`config.mk`:
```
export PLATFORM = sky130hd
export DESIGN_NAME = i2c_txn_scheduler
export DESIGN_NICKNAME = d
export VERILOG_FILES = /design/src/rtl/i2c_txn_scheduler_pkg.sv /design/src/rtl/i2c_txn_scheduler_rr_pick.sv /design/src/rtl/i2c_txn_scheduler.sv
export SDC_FILE = /design/constraint.sdc
export NUM_CORES = 1
export LEC_CHECK = 0
export ABC_AREA = 1
export CAP_MARGIN = 20
export CORE_UTILIZATION = 44
export DETAILED_ROUTE_END_ITERATION = 8
export HOLD_SLACK_MARGIN = 0.08
export PLACE_DENSITY = 0.84
export SLEW_MARGIN = 20
export SYNTH_ARGS = -nofsm -noshare
export SYNTH_HDL_FRONTEND = slang
export SYNTH_HIERARCHICAL = 1
export SYNTH_SLANG_ARGS = --single-unit
```
`constraint.sdc`:
```
create_clock -name clk -period 2.2 [get_ports clk]
set_input_delay 0.22 -clock clk [delete_from_list [all_inputs] [get_ports clk]]
set_output_delay 0.22 -clock clk [all_outputs]
set_load 0.01 [all_outputs]
```
`src/rtl/i2c_txn_scheduler_pkg.sv`:
```
// Shared types for the I2C transaction scheduler: FSM states, the latched
// command record and a helper for requester-index widths.
package i2c_sched_pkg;

   localparam int DEF_TIMEOUT = 1024;

   typedef enum logic [1:0] {
      ST_IDLE  = 2'd0,
      ST_ISSUE = 2'd1,
      ST_WAIT  = 2'd2,
      ST_RESP  = 2'd3
   } sched_state_t;

   typedef struct packed {
      logic       wr;
      logic [7:0] addr;
      logic [7:0] wdata;
   } sched_cmd_t;

   // A single requester still needs a 1-bit index so ports never collapse.
   function automatic int ptr_w(input int n);
      return (n > 1) ? $clog2(n) : 1;
   endfunction

endpackage

```
`src/rtl/i2c_txn_scheduler_rr_pick.sv`:
```
// Combinational round-robin picker: first set request at or above rr_ptr,
// otherwise the lowest set request.
module i2c_rr_pick
   import i2c_sched_pkg::*;
#(
   parameter int NUM_REQ = 4,
   parameter int IW      = ptr_w(NUM_REQ)
) (
   input  logic [NUM_REQ-1:0] req,
   input  logic [IW-1:0]      rr_ptr,
   output logic [NUM_REQ-1:0] win_onehot,
   output logic [IW-1:0]      win_idx,
   output logic               any
);

   logic found;

   always_comb begin
      found   = 1'b0;
      win_idx = '0;
      for (int i = 0; i < NUM_REQ; i++) begin
         if (!found && req[i] && (i >= int'(rr_ptr))) begin
            found   = 1'b1;
            win_idx = IW'(i);
         end
      end
      for (int i = 0; i < NUM_REQ; i++) begin
         if (!found && req[i]) begin
            found   = 1'b1;
            win_idx = IW'(i);
         end
      end
      for (int i = 0; i < NUM_REQ; i++) begin
         win_onehot[i] = found && (win_idx == IW'(i));
      end
      any = |req;
   end

endmodule

```
`src/rtl/i2c_txn_scheduler.sv`:
```
// Round-robin scheduler sharing one I2C master command port among NUM_REQ
// requesters, one transaction in flight, with a watchdog on completion.
module i2c_txn_scheduler
   import i2c_sched_pkg::*;
#(
   parameter int NUM_REQ = 4,
   parameter int TIMEOUT = DEF_TIMEOUT
) (
   input  logic                 clk,
   input  logic                 reset,
   input  logic [NUM_REQ-1:0]   req,
   input  logic [NUM_REQ-1:0]   req_wr,
   input  logic [8*NUM_REQ-1:0] req_addr,
   input  logic [8*NUM_REQ-1:0] req_wdata,
   output logic [NUM_REQ-1:0]   gnt,
   output logic [NUM_REQ-1:0]   rsp_valid,
   output logic [7:0]           rsp_rdata,
   output logic                 rsp_error,
   output logic                 busy,
   output logic                 timeout_evt,
   output logic                 m_ce,
   output logic                 m_wren,
   output logic                 m_rden,
   output logic [7:0]           m_addr,
   output logic [7:0]           m_wdata,
   input  logic [7:0]           m_rdata,
   input  logic                 m_error,
   input  logic                 m_done
);

   localparam int IW = ptr_w(NUM_REQ);
   localparam int TW = $clog2(TIMEOUT);

   // Handshake: a requester holds req with its operands stable until gnt
   // pulses; gnt means the command is latched and committed, and exactly one
   // rsp_valid pulse to that requester follows (unless reset intervenes).
   sched_state_t         state, state_d;
   sched_cmd_t           cmd, cmd_d, win_cmd;
   logic [IW-1:0]        owner, owner_d, rr_ptr, rr_ptr_d, win_idx;
   logic [TW-1:0]        timer, timer_d;
   logic [NUM_REQ-1:0]   win_onehot, owner_oh;
   logic [NUM_REQ-1:0]   gnt_d, rsp_valid_d;
   logic [7:0]           rsp_rdata_d;
   logic                 rsp_error_d, busy_d, timeout_d;
   logic                 m_ce_d, m_wren_d, m_rden_d, any;

   i2c_rr_pick #(.NUM_REQ(NUM_REQ), .IW(IW)) u_pick (
      .req        (req),
      .rr_ptr     (rr_ptr),
      .win_onehot (win_onehot),
      .win_idx    (win_idx),
      .any        (any)
   );

   assign m_addr  = cmd.addr;
   assign m_wdata = cmd.wdata;

   always_comb begin
      win_cmd = '0;
      for (int i = 0; i < NUM_REQ; i++) begin
         if (win_onehot[i]) begin
            win_cmd.wr    = req_wr[i];
            win_cmd.addr  = req_addr[8*i +: 8];
            win_cmd.wdata = req_wdata[8*i +: 8];
         end
      end
      for (int i = 0; i < NUM_REQ; i++) begin
         owner_oh[i] = (owner == IW'(i));
      end
   end

   always_comb begin
      state_d     = state;
      cmd_d       = cmd;
      owner_d     = owner;
      rr_ptr_d    = rr_ptr;
      timer_d     = timer;
      gnt_d       = '0;
      rsp_valid_d = '0;
      rsp_rdata_d = rsp_rdata;
      rsp_error_d = rsp_error;
      timeout_d   = 1'b0;
      m_ce_d      = 1'b0;
      m_wren_d    = 1'b0;
      m_rden_d    = 1'b0;
      case (state)
         ST_IDLE: begin
            if (any) begin
               cmd_d    = win_cmd;
               owner_d  = win_idx;
               gnt_d    = win_onehot;
               m_ce_d   = 1'b1;
               m_wren_d = win_cmd.wr;
               m_rden_d = ~win_cmd.wr;
               state_d  = ST_ISSUE;
            end
         end
         ST_ISSUE: begin
            timer_d = '0;
            state_d = ST_WAIT;
         end
         ST_WAIT: begin
            // A real completion beats a watchdog expiring in the same cycle.
            if (m_done) begin
               rsp_rdata_d = cmd.wr ? 8'h00 : m_rdata;
               rsp_error_d = m_error;
               rsp_valid_d = owner_oh;
               state_d     = ST_RESP;
            end else if (timer == TW'(TIMEOUT - 1)) begin
               rsp_rdata_d = 8'h00;
               rsp_error_d = 1'b1;
               timeout_d   = 1'b1;
               rsp_valid_d = owner_oh;
               state_d     = ST_RESP;
            end else begin
               timer_d = timer + 1'b1;
            end
         end
         ST_RESP: begin
            rr_ptr_d = (owner == IW'(NUM_REQ - 1)) ? '0 : owner + 1'b1;
            state_d  = ST_IDLE;
         end
         default: state_d = ST_IDLE;
      endcase
      busy_d = (state_d != ST_IDLE);
   end

   always_ff @(posedge clk) begin
      if (reset) begin
         state       <= ST_IDLE;
         cmd         <= '0;
         owner       <= '0;
         rr_ptr      <= '0;
         timer       <= '0;
         gnt         <= '0;
         rsp_valid   <= '0;
         rsp_rdata   <= '0;
         rsp_error   <= 1'b0;
         busy        <= 1'b0;
         timeout_evt <= 1'b0;
         m_ce        <= 1'b0;
         m_wren      <= 1'b0;
         m_rden      <= 1'b0;
      end else begin
         state       <= state_d;
         cmd         <= cmd_d;
         owner       <= owner_d;
         rr_ptr      <= rr_ptr_d;
         timer       <= timer_d;
         gnt         <= gnt_d;
         rsp_valid   <= rsp_valid_d;
         rsp_rdata   <= rsp_rdata_d;
         rsp_error   <= rsp_error_d;
         busy        <= busy_d;
         timeout_evt <= timeout_d;
         m_ce        <= m_ce_d;
         m_wren      <= m_wren_d;
         m_rden      <= m_rden_d;
      end
   end

endmodule

```
==> impl_metrics.yaml, run 1 <==
status:
  status: "complete, but fails checks"
  violations: "DRC"
synthesis:
  synth_fa_ha_area_frac: 0.0413
  netlist_area_um2: 3030
  synth-xor-area-share: 0
  synth_cell_types: 29
  synth.avg_cell_area_um2: 7.06
  yosys_register_bits: 55
  synth_warnings: 6
  synth_top_family_by_area: "simple AND/OR/NAND/NOR gates"
  muxShareOfSynthArea: 0
  synth.top_cell.area_share: 0.364
  yosysSeqAreaShare: 0.364
  synth-simple-area-share: 0.259
  synth_cells: 429
  synth-compound-area-share: 0.211
  synth_top_area_cell: "dfxtp_1"
  synth.area.top_cells: "dfxtp_1 36%, nand2_1 12%, a21oi_1 11%, inv_1 5.0%, o21ai_0 4.5%"
  syn_nets: 523
clock_network:
  postCtsSetupBuffers: 0
  cts_made_buffers: 5
  clk_latency_ps: 310
  cts_htree_levels: 2
  clock_path_buffers: 2
  cts_num_sinks: 55
  clk_pin_slew_ps: 90
  postCtsResizedCells: 0
  cts_tree: "yes"
  cts-root-buf: "clkbuf_8"
  cts_hold_buffers: 0
sta:
  period_needed_ps: 1940
  fmax_ghz: 0.516
  finalSetupTns_ps: 0
  setup_viol_count_final: 0
  post-route-period-util: 0.881
  worst_slew_pin_slew_ps: 502
  slew_headroom: 0.665
  rsz0062_at_grt: "false"
  slew_viol_final: 0
  finalHoldViolCount: 0
  clock_skew_ps: 7.82
routing:
  vias_per_cell: 5.25
  ant_nets: 0
  totalWireLength_um: 8620
  vias: 3210
  wl_per_cell_um: 14.1
  drt_iter0_drc: 160
  first_pass_iters: 7
  drc_errors: 2
floorplan:
  core_um2: 6490
  fp.dieH_um: 85.0
  dieArea_um2: 7220
  initial_utilization: 0.466
  num_rows: 29
  ioPinCount: 122
  die_w_um: 85.0
placement:
  dp_hpwl_um: 6540
  io_buffers: 121
  dpl-instance-area_um2: 4220
  place.gp.congestion: 0.936
global_route:
  antenna_found_initial: 0
  grt_usage: 0.242
  grt_first_pass_wirelength_um: 14200
  grt_pass1_vias: 3260
  globalRoute.totalOverflow: 0
  grt_start_max_net_pins: 19
cells_and_area:
  n_antenna_cell: 0
  seqCellArea_um2: 1100
  finalInstanceArea_um2: 4330
  fillers: 528
  final_core_util: 0.667
  layout-drive-gt1-share: 0.0861
  area.growth.synth_to_final_pct: 43.1
  multiInputGateArea_um2: 1550
  fin_nets: 627
worst_setup_path:
  cp-start-kind: "primary input"
  endpoint_kind: "flop"
  cp_max_fo: 17
  arrival_ps: 2180
  cp.required_ps: 2440
  critPathKind: "primary input to flop"
pwr:
  p_per_area_nw_per_um2: 952
  power_leakage_nw: 1.79
  vdd_ir_drop_max_uv: 631
run:
  cap_viol_max_count: 0
worst_hold_path:
  hp-class: "flop to flop"
[kinds of logic after synthesis]
logic type,after synthesis
DFF,55
and+or+nand+nor,165
AOI/OAI and AO/OA,118
buffers and inverters,81
adders and majority gates,10
[worst paths after layout]
kind / slack, ps / end / startpoint / cells after the start
worst max register to register: 290 / m_addr[0] / rr_ptr[0] / 11
worst min register to register: 450 / rsp_error / rsp_error / 2
worst max-delay path: 260 / m_addr[0] / req[1] / 10
worst min-delay path: 450 / rsp_error / rsp_error / 2
[flip-flops by register name, summed over array words and instances (netlist names)]
| register | flops |
|---|---|
| timer | 10 |
| m_addr | 8 |
| m_wdata | 8 |
| rsp_rdata | 8 |
| gnt | 4 |
| rsp_valid | 4 |
| owner | 2 |
| rr_ptr | 2 |
| state | 2 |
| busy | 1 |
| cmd | 1 |
| m_ce | 1 |
| m_rden | 1 |
| m_wren | 1 |
| rsp_error | 1 |
| timeout_evt | 1 |
[metal layers]
metal	vias up	global-route usage	share of wire	routed length [um]
li1	1595	-	-	-
met1	1473	0.263	0.37	3210
met2	119	0.438	0.52	4510
met3	23	0.0798	0.081	698
met4	0	0.0878	0.023	201
met5	-	0	0	0
[worst max-delay path, cell delays in order]
cell and delay (ps):
clkdlybuf4s50_1 480, inv_1 80, o21ai_1 240, a31oi_2 150, nor2_1 290, buf_4 290, a21oi_1 100, nand2_1 80
o211ai_1 90, a21oi_1 150
[power by group]
part	total [mW]	internal [mW]	switching (mW)
Combinational	2.01	0.913	1.09
Sequential	1.42	1.26	0.158
Clock	0.701	0.369	0.333
Total	4.13	2.54	1.58
[final cells by class]
cell class / count / share of cell area
Multi-Input combinational cell: 293 / 0.357
Clock inverter: 2 / 0.00808
Inverter: 48 / 0.0416
Clock buffer: 6 / 0.0191
Tap cell: 77 / 0.0222
Sequential cell: 55 / 0.254
Timing Repair Buffer: 130 / 0.298
[cells in the final DEF, fill, tap and decap left out, types with 2 or more instances in the layout]
cell / instances
o21ai_0: 27
dfxtp_1: 55
inv_1: 40
o211ai_1: 16
inv_2: 6
clkbuf_8: 6
nand2_2: 7
nand3_1: 12
nand2_4: 3
nand2_1: 97
nand3_2: 2
nor2_1: 24
clkinv_1: 2
nand4_1: 5
clkdlybuf4s50_1: 121
buf_4: 8
nor2_4: 4
nor2_2: 3
a21oi_1: 69
nor3_1: 3
o21ai_1: 5
ha_1: 10
[per-stage QoR]
step / total power [mW] / hold WS [ps] / setup slack (ps) / std cells
2_1_floorplan: 2.72 / 298 / 555 / 429
3_3_place_gp: 3.36 / 439 / 156 / 603
3_5_place_dp: 3.42 / 440 / 8.66 / 603
4_1_cts: 4.13 / 454 / 313 / 611
5_1_grt: 4.42 / 474 / 124 / 611
6_report: 4.13 / 452 / 263 / 611
[cells in the mapped netlist, drive strengths merged]
| library cell | instances |
|---|---|
| a21oi | 69 |
| a31oi | 1 |
| buf | 29 |
| clkbuf | 4 |
| clkinv | 2 |
| dfxtp | 55 |
| ha | 10 |
| inv | 46 |
| nand2 | 107 |
| nand3 | 15 |
| nand4 | 6 |
| nor2 | 31 |
| nor3 | 4 |
| nor3b | 1 |
| o211ai | 16 |
| o21ai | 32 |
| or2 | 1 |
Note: power is estimated with default switching activity, not from simulation.
==> inputs of run 2 (changes only) <==
- CORE_UTILIZATION: 44 -> 45
- SYNTH_HIERARCHICAL: 1 -> default
==> run 2 against run 1 <==
  * The run now ends clean
  * Register-to-register slack got worse by 40 ps
  * Synthesized cell count grew 14%
  * Utilization down 1.0 points
  * Die area grew 4.8%
  * Flip-flop and latch count is the same
  * Design area grew 4.1%
  * Via count rose by 6.7%
  * Largest power group unchanged
  * Final cell count up 12%
  * Synthesized area increased by 7.3%
  * Critical endpoint is now timer[4]
  * Combinational power down 25%
  * First-iteration DRC count fell by 22%
==> impl_metrics.yaml, run 2 <==
sta:
  slew_viol_final: 0
  post-route-period-util: 0.888
  clock_skew_ps: 10.0
  slew_headroom: 0.665
  period_needed_ps: 1950
  worst_slew_pin_slew_ps: 501
  fmax_ghz: 0.512
  finalHoldViolCount: 0
  finalSetupTns_ps: 0
  rsz0062_at_grt: "false"
  setup_viol_count_final: 0
routing:
  vias_per_cell: 4.99
  drc_errors: 0
  wl_per_cell_um: 12.7
  ant_nets: 0
  drt_iter0_drc: 125
  first_pass_iters: 5
  totalWireLength_um: 8730
  vias: 3426
synthesis:
  yosysSeqAreaShare: 0.339
  synth_cell_types: 32
  synth.area.top_cells: "dfxtp_1 34%, nand2_1 17%, nand3_1 6.8%, a21oi_1 6.5%, inv_1 5.7%"
  synth.avg_cell_area_um2: 6.67
  syn_nets: 581
  synth.top_cell.area_share: 0.339
  netlist_area_um2: 3250
  synth_edf_count: 0
  yosys_register_bits: 55
  synth_cells: 487
  async_flop_share: 0
  ys_top_cells_by_count: "147 x nand2_1, 55 x dfxtp_1, 49 x inv_1"
  synth_top_area_cell: "dfxtp_1"
  yosysMostFrequentCell: "nand2_1"
  synth_ff_type: "dfxtp_1"
  synth_warnings: 0
pwr:
  p_sw_mw: 1.27
  vdd_ir_drop_max_uv: 341
  swShare: 0.378
  intPower_mw: 2.08
  clockPowerShare: 0.177
  p_total_mw: 3.35
  p_per_area_nw_per_um2: 743
  pwr-share-seq: 0.373
  power_leakage_nw: 1.97
  comb_power_share: 0.450
worst_setup_path:
  arrival_ps: 2200
  cp_max_fo: 8
  reg2regPathDepth: 11
  reg2reg_from: "timer[0]"
  cp-start-kind: "flop"
  endpoint_kind: "flop"
  critPathKind: "flop to flop"
  reg2reg_slack_ps: 250
  r2r-end: "timer[4]"
  crit_end: "timer[4]"
  worstSetupStartpoint: "timer[0]"
  cp.required_ps: 2450
status:
  status: "completed"
cells_and_area:
  instances_no_fill: 686
  fillers: 620
  layout-drive-gt1-share: 0.0576
  regMostFlops: "timer"
  fin_nets: 683
  final_cell_mix: "146 x nand2_1, 121 x clkdlybuf4s50_1, 55 x dfxtp_1"
  final_common_cell: "nand2_1"
  seqCellArea_um2: 1100
  final_core_util: 0.657
  area.growth.synth_to_final_pct: 38.9
  largest_register_ff_count: 10
  multiInputGateArea_um2: 1670
  n_antenna_cell: 0
global_route:
  grt_start_max_net_pins: 35
  grt_usage: 0.236
  grt_pass1_vias: 3253
  antenna_found_initial: 0
  grt_first_pass_wirelength_um: 14200
  globalRoute.totalOverflow: 0
clock_network:
  clk_pin_slew_ps: 100
  cts_htree_levels: 2
  cts-root-buf: "clkbuf_8"
  clock_path_buffers: 2
  cts_hold_buffers: 0
  cts_num_sinks: 55
  cts_made_buffers: 5
  clk_latency_ps: 310
  cts_tree: "yes"
floorplan:
  num_rows: 30
  die_w_um: 87.0
  initial_utilization: 0.473
  dieArea_um2: 7560
  core_um2: 6870
  ioPinCount: 122
  fp.dieH_um: 87.0
placement:
  dp_hpwl_um: 6940
  io_buffers: 121
  place.gp.congestion: 0.899
  dp_cells: 678
worst_hold_path:
  hp-class: "flop to flop"
run:
  cap_viol_max_count: 0
## run 2: cell types whose count changed in the layout (fill, tap and decap cells not counted), moves of 9 or more
cell	delta
inv_1	+9
a21oi_1	-27
o211ai_1	-16
clkinv_1	+9
nand4_1	+13
nand2_1	+49
nand3_1	+32
## run 2: final cells by class
| type | instances | area share |
|---|---|---|
| multi-input cells | 334 | 0.370 |
| repair buffers | 131 | 0.285 |
| flip-flops and latches | 55 | 0.244 |
| inverters | 62 | 0.0532 |
| well taps | 96 | 0.0266 |
| clock buffers | 6 | 0.0183 |
| clock inverters | 2 | 0.00305 |
## run 2: cell families (layout without fill, tap and decap cells)
| kind of cell | count (synthesis) | count (layout) | share of synthesized area |
|---|---|---|---|
| buf+inv | 98 | 201 | 0.148 |
| xor+xnor | 2 | 2 | 0.00539 |
| flops | 55 | 55 | 0.339 |
| compound gates | 73 | 73 | 0.121 |
| fa+ha+maj | 10 | 10 | 0.0385 |
| simple gates | 249 | 249 | 0.347 |
## run 2: power by group through the flow
stage	logic (mW)	registers, mW	clock network [mW]
after floorplan	0.994	1.27	0
final	1.51	1.25	0.595
after CTS	1.51	1.25	0.610
after detailed placement	1.51	1.27	0
after global placement	1.47	1.27	0
after global routing	1.70	1.27	0.653
## run 2: routing by layer
| metal | wire length [um] | track usage |
|---|---|---|
| met5 | 0 | 0 |
| met2 | 4160 | 0.409 |
| met3 | 740 | 0.0682 |
| met4 | 149 | 0.0682 |
| met1 | 3680 | 0.281 |
## run 2: stage by stage
step	setup WS (ps)	instance area [um^2]	hold WS [ps]
6_report	246	4510	458
2_1_floorplan	589	3250	298
4_1_cts	213	4510	456
3_3_place_gp	212	4410	437
3_5_place_dp	101	4410	447
5_1_grt	5.25	4510	475
## run 2: how the worst min path moves through the flow
stage | end | cells after the start | start
2_1_floorplan | timeout_evt | 1 | m_done
3_3_place_gp | rsp_error | 2 | rsp_error
3_5_place_dp | rsp_error | 2 | rsp_error
4_1_cts | rsp_rdata[4] | 3 | m_rdata[4]
5_1_grt | rsp_rdata[7] | 3 | m_rdata[7]
6_report | rsp_error | 2 | rsp_error
## run 2: what timing repair did
action                     4_1_cts  5_1_grt
setup endpoints to repair        0        3
gates resized for setup          0        1
setup buffers                    0        0
## run 2: worst max-delay path, stage by stage (launching register included)
cell     delay [ps]
dfxtp_1         410
ha_1            280
nand3_1         100
nor2_1          140
nand2_1         120
nand2_2         130
nand2_1          90
nand2_2         140
inv_1           160
nand3_1         120
o21ai_0          80
a21oi_1         120
==> RTL edit 1: new RTL, settings of run 2 <==
`NUM_REQ` is set to 4 in 2 places; all go to 2.
--- a/src/rtl/i2c_txn_scheduler_rr_pick.sv
+++ b/src/rtl/i2c_txn_scheduler_rr_pick.sv
@@ -5,3 +5,3 @@
 #(
-   parameter int NUM_REQ = 4,
+   parameter int NUM_REQ = 2,
    parameter int IW      = ptr_w(NUM_REQ)
--- a/src/rtl/i2c_txn_scheduler.sv
+++ b/src/rtl/i2c_txn_scheduler.sv
@@ -5,3 +5,3 @@
 #(
-   parameter int NUM_REQ = 4,
+   parameter int NUM_REQ = 2,
    parameter int TIMEOUT = DEF_TIMEOUT
Ports: changed (6 resized); port bits go from 122 to 82. The function was not compared with the original's and may differ.
==> RTL edit 1 against run 2 <==
  * Final area decreased by 26%
  * Final cell count decreased by 33%
  * Worst setup slack improved by 0.18 ns
  * Synthesized area decreased by 25%
  * Critical path depth decreased by 3
  * Wire length decreased by 35%
  * Non-clock buffer count decreased by 44
  * Sequential cell count decreased by 6
  * Synthesized cell count decreased by 33%
  * Power decreased by 5.7%
  * Die area decreased by 24%
  * Critical endpoint is now timer[8]$_SDFFE_PP0P_
  * Largest power group unchanged
==> RTL edit 1: results (changes against run 2) <==
* **total leakage power** 0.00146 uW, -26%
* **final net count** 445, -35%
* **path class of the lowest-slack min-delay path** in2reg
* **Setup Skew** 0.00230 ns, -0.00770 ns
* **fraction of final layout cells with drive strength greater than 1** 0.0842, +0.0266
* **count of vias placed by the detailed router** 2,242, -35%
* **first-pass GRT wire length** 8900 um, -37%
* **Post-Synthesis Net Count** 379, -35%
* **startpoint of the worst hold path** m_rdata[1]
* **leading cell types by count after synthesis** sky130_fd_sc_hd__nand2_1, sky130_fd_sc_hd__dfxtp_1, sky130_fd_sc_hd__inv_1, sky130_fd_sc_hd__nand3_1
* **instance count along the most critical hold path** 3, +1
* **combined global-route utilization of all metal layers** 0.204, -0.0320
* **max reg flops** 10, unchanged
* **detailed router's first-iteration violation count** 86, -31%
* **Worst slew margin** 0.625, -0.0394
* **Distinct cells, synth** 33, +3.1%
* **top cells by area in the synthesized netlist** sky130_fd_sc_hd__dfxtp_1, sky130_fd_sc_hd__nand2_1, sky130_fd_sc_hd__inv_1
* **VDD IR-drop max** 456 uV, +34%
* **routed length per instance** 12.2 um, -4.0%
* **first-pass iteration count of the detailed router** 4, -1
* **status** complete, no violations
* **count of cells along the worst register-to-register path** 8, -3
* **largest net degree at the start of global routing** 23, -34%
* **setup slack of the most critical reg-to-reg path** 0.43 ns, +0.18 ns
* **cell type of the slowest stage on the worst timing path** sky130_fd_sc_hd__or2_1
* **vias in the first global route** 2,017, -38%
* **worst reg2reg path endpoint** timer[8]$_SDFFE_PP0P_
* **largest stage delay on the critical path** 0.39 ns, -0.02 ns
* **Hold Crit Endpoint** rsp_rdata[1]$_SDFFE_PP0P_
* **sequential fraction of the synthesis area** 0.402, +0.0635
* **HPWL after detailed placement** 4150 um, -40%
RTL edit 1: cell count changes after synthesis, sizes merged, moves of 2 or more:
cell,before,now
nand3,46,35
nand4,18,8
dfxtp,55,49
clkbuf,9,1
clkinv,11,1
xor2,2,0
a21oi,43,6
inv,51,45
o21ai,28,15
nor3,7,2
ha,10,6
nor2,22,20
nand2,152,88
o211ai,0,16
RTL edit 1: stage by stage:
step | area (um2) | total power, uW | hold slack (ns) | std cells | utilization
2_1_floorplan | 2440 | 2040 | 0.297 | 325 | -
3_5_place_dp | 3190 | 2400 | 0.435 | 454 | 0.617
4_1_cts | 3330 | 3180 | 0.460 | 462 | 0.643
3_3_place_gp | 3190 | 2370 | 0.436 | 454 | 0.617
6_report | 3330 | 3160 | 0.464 | 462 | 0.643
5_1_grt | 3330 | 3370 | 0.474 | 462 | 0.643
RTL edit 1: how the worst max path moves through the flow:
stage	start	to	slack [ns]
final	state[0]$_SDFF_PP0_	timer[8]$_SDFFE_PP0P_	0.43
after global routing	state[0]$_SDFF_PP0_	timer[8]$_SDFFE_PP0P_	0.31
after CTS	state[0]$_SDFF_PP0_	timer[8]$_SDFFE_PP0P_	0.45
after detailed placement	req[0]	m_wdata[4]$_SDFFE_PP0P_	0.43
after global placement	req[0]	m_addr[1]$_SDFFE_PP0P_	0.46
after floorplan	state[0]$_SDFF_PP0_	timer[3]$_SDFFE_PP0P_	0.72
RTL edit 1: worst min-delay path, delay by kind of cell:
| family | cells | cell delay (ns) |
|---|---|---|
| compound gates | 1 | 0.06 |
| simple gates | 1 | 0.06 |
| buf+inv | 1 | 0.39 |
RTL edit 1: layout make-up:
cell class	count	area (um2)
fillers	455	1850
clock inverters	3	68.8
clock buffers	5	68.8
multi-input cells	202	1090
well taps	70	87.6
flip-flops and latches	49	981
repair buffers	87	856
inverters	46	173
RTL edit 1: power by group:
group,switching [uW],total [uW],internal [uW]
Sequential,96.0,1170,1070
Clock,316,774,458
Combinational,654,1220,569
RTL edit 1: cell families after synthesis:
logic type | after synthesis | synth area share
AND/OR/NAND/NOR | 158 | 0.321
buffers and inverters | 74 | 0.149
flip-flops | 49 | 0.402
AO/OA/AOI/OAI | 38 | 0.0965
adder cells (fa/ha/maj) | 6 | 0.0308
RTL edit 1: per-layer routing:
metal / GRT usage / share of wire / vias up
li1: - / - / 1154
met1: 0.268 / 0.44 / 1014
met2: 0.335 / 0.49 / 62
met3: 0.0397 / 0.042 / 12
met4: 0.0700 / 0.025 / 0
met5: 0 / 0 / -
==> RTL edit 2: new RTL, config.mk and constraints of run 2 <==
Made on the original files. `rsp_rdata` no longer has a reset.
--- a/src/rtl/i2c_txn_scheduler.sv
+++ b/src/rtl/i2c_txn_scheduler.sv
@@ -136,3 +136,2 @@
          rsp_valid   <= '0;
-         rsp_rdata   <= '0;
          rsp_error   <= 1'b0;
@@ -151,3 +150,2 @@
          rsp_valid   <= rsp_valid_d;
-         rsp_rdata   <= rsp_rdata_d;
          rsp_error   <= rsp_error_d;
@@ -161,2 +159,6 @@
 
+   always_ff @(posedge clk) begin
+      rsp_rdata <= rsp_rdata_d;
+   end
+
 endmodule
Formal check against the unedited RTL: differs if reset is asserted again (counterexample within 4 cycles, from zero or initial values and one cycle with reset high); with reset held inactive, the same outputs for 10 cycles.
==> RTL edit 2 against run 2 <==
  * Worst setup slack gained 0.12 ns
  * Die area shrank 8.7%
  * Synthesized area shrank 8.9%
  * Power shrank 11%
  * Final area shrank 7.2%
  * Global-route usage shrank 1.7 points
  * First-iteration DRC count grew 12%
  * Sequential cell count is the same
  * Via count shrank 14%
  * Wire length shrank 14%
  * Core utilization grew 0.23 points
  * Critical path type unchanged
  * Critical endpoint is now rsp_rdata[7]$_SDFFCE_PP0P_
  * Largest power group is now registers
==> RTL edit 2: results (changes against run 2) <==
* **vias in the first global route** 2,735, -16%
* **number of vias per cell** 4.94, -1.2%
* **Inverters, non-clock** 48, -23%
* **status** complete, no violations
* **combined global-route utilization of all metal layers** 0.219, -0.0169
* **non-clock buffer area fraction after layout** 0.295, +0.00969
* **count of cells along the worst register-to-register path** 9, -2
* **Final Wtd Congestion** 0.889, -1.0%
* **share of total power in the clock network** 0.192, +0.015
* **cell count after placement** 589, -13%
* **fraction of the mapped netlist area in adder cells** 0.0423, +0.00378
* **end-of-flow core utilization** 0.659, +0.00228
* **top cells by area in the synthesized netlist** sky130_fd_sc_hd__dfxtp_1, sky130_fd_sc_hd__nand2_1, sky130_fd_sc_hd__edfxtp_1
* **Worst-Margin Slew** 0.460 ns, -0.0417 ns
* **largest net degree at the start of global routing** 30, -14%
* **leading cell types by count after synthesis** sky130_fd_sc_hd__nand2_1, sky130_fd_sc_hd__nor2_1, sky130_fd_sc_hd__dfxtp_1, sky130_fd_sc_hd__inv_1, sky130_fd_sc_hd__nand3_1
* **critical path peak fanout** 9, +1
* **count of vias placed by the detailed router** 2,947, -14%
* **count of fill cells added during filler insertion** 532, -14%
* **setup slack of the most critical reg-to-reg path** 0.37 ns, +0.12 ns
* **fraction of final layout cells with drive strength greater than 1** 0.0731, +0.0154
* **VDD IR-drop max** 492 uV, +44%
* **Synth Cell Area** 0.00296 mm2, -8.9%
* **startpoint of the worst hold path** m_addr[5]$_SDFFE_PP0P_
* **Power Total** 2990 uW, -11%
* **HPWL after detailed placement** 5850 um, -16%
-- RTL edit 2: cell types whose count changed after synthesis, sizes merged, moves of 11 or more --
cell	before	now
a21oi	43	23
clkinv	11	0
nand2	152	119
nand3	46	27
nand4	18	3
nor2	22	59
-- RTL edit 2: worst max path at each step --
| stage | to | slack [ns] | depth (start not counted) |
|---|---|---|---|
| detailed placement | m_addr[2]$_SDFFE_PP0P_ | 0.08 | 12 |
| global route | rsp_error$_SDFFE_PP0P_ | 0.15 | 11 |
| finish | rsp_rdata[7]$_SDFFCE_PP0P_ | 0.37 | 9 |
| global placement | cmd[16]$_SDFFE_PP0P_ | 0.17 | 13 |
| CTS | rsp_rdata[7]$_SDFFCE_PP0P_ | 0.35 | 9 |
| floorplan | rsp_rdata[0]$_SDFFCE_PP0P_ | 0.60 | 9 |
-- RTL edit 2: layer usage --
layer,global-route usage,part of all wire,up-vias
li1,-,-,1495
met1,0.274,0.44,1301
met2,0.367,0.48,130
met3,0.0408,0.059,21
met4,0.0956,0.027,0
met5,0,0,-
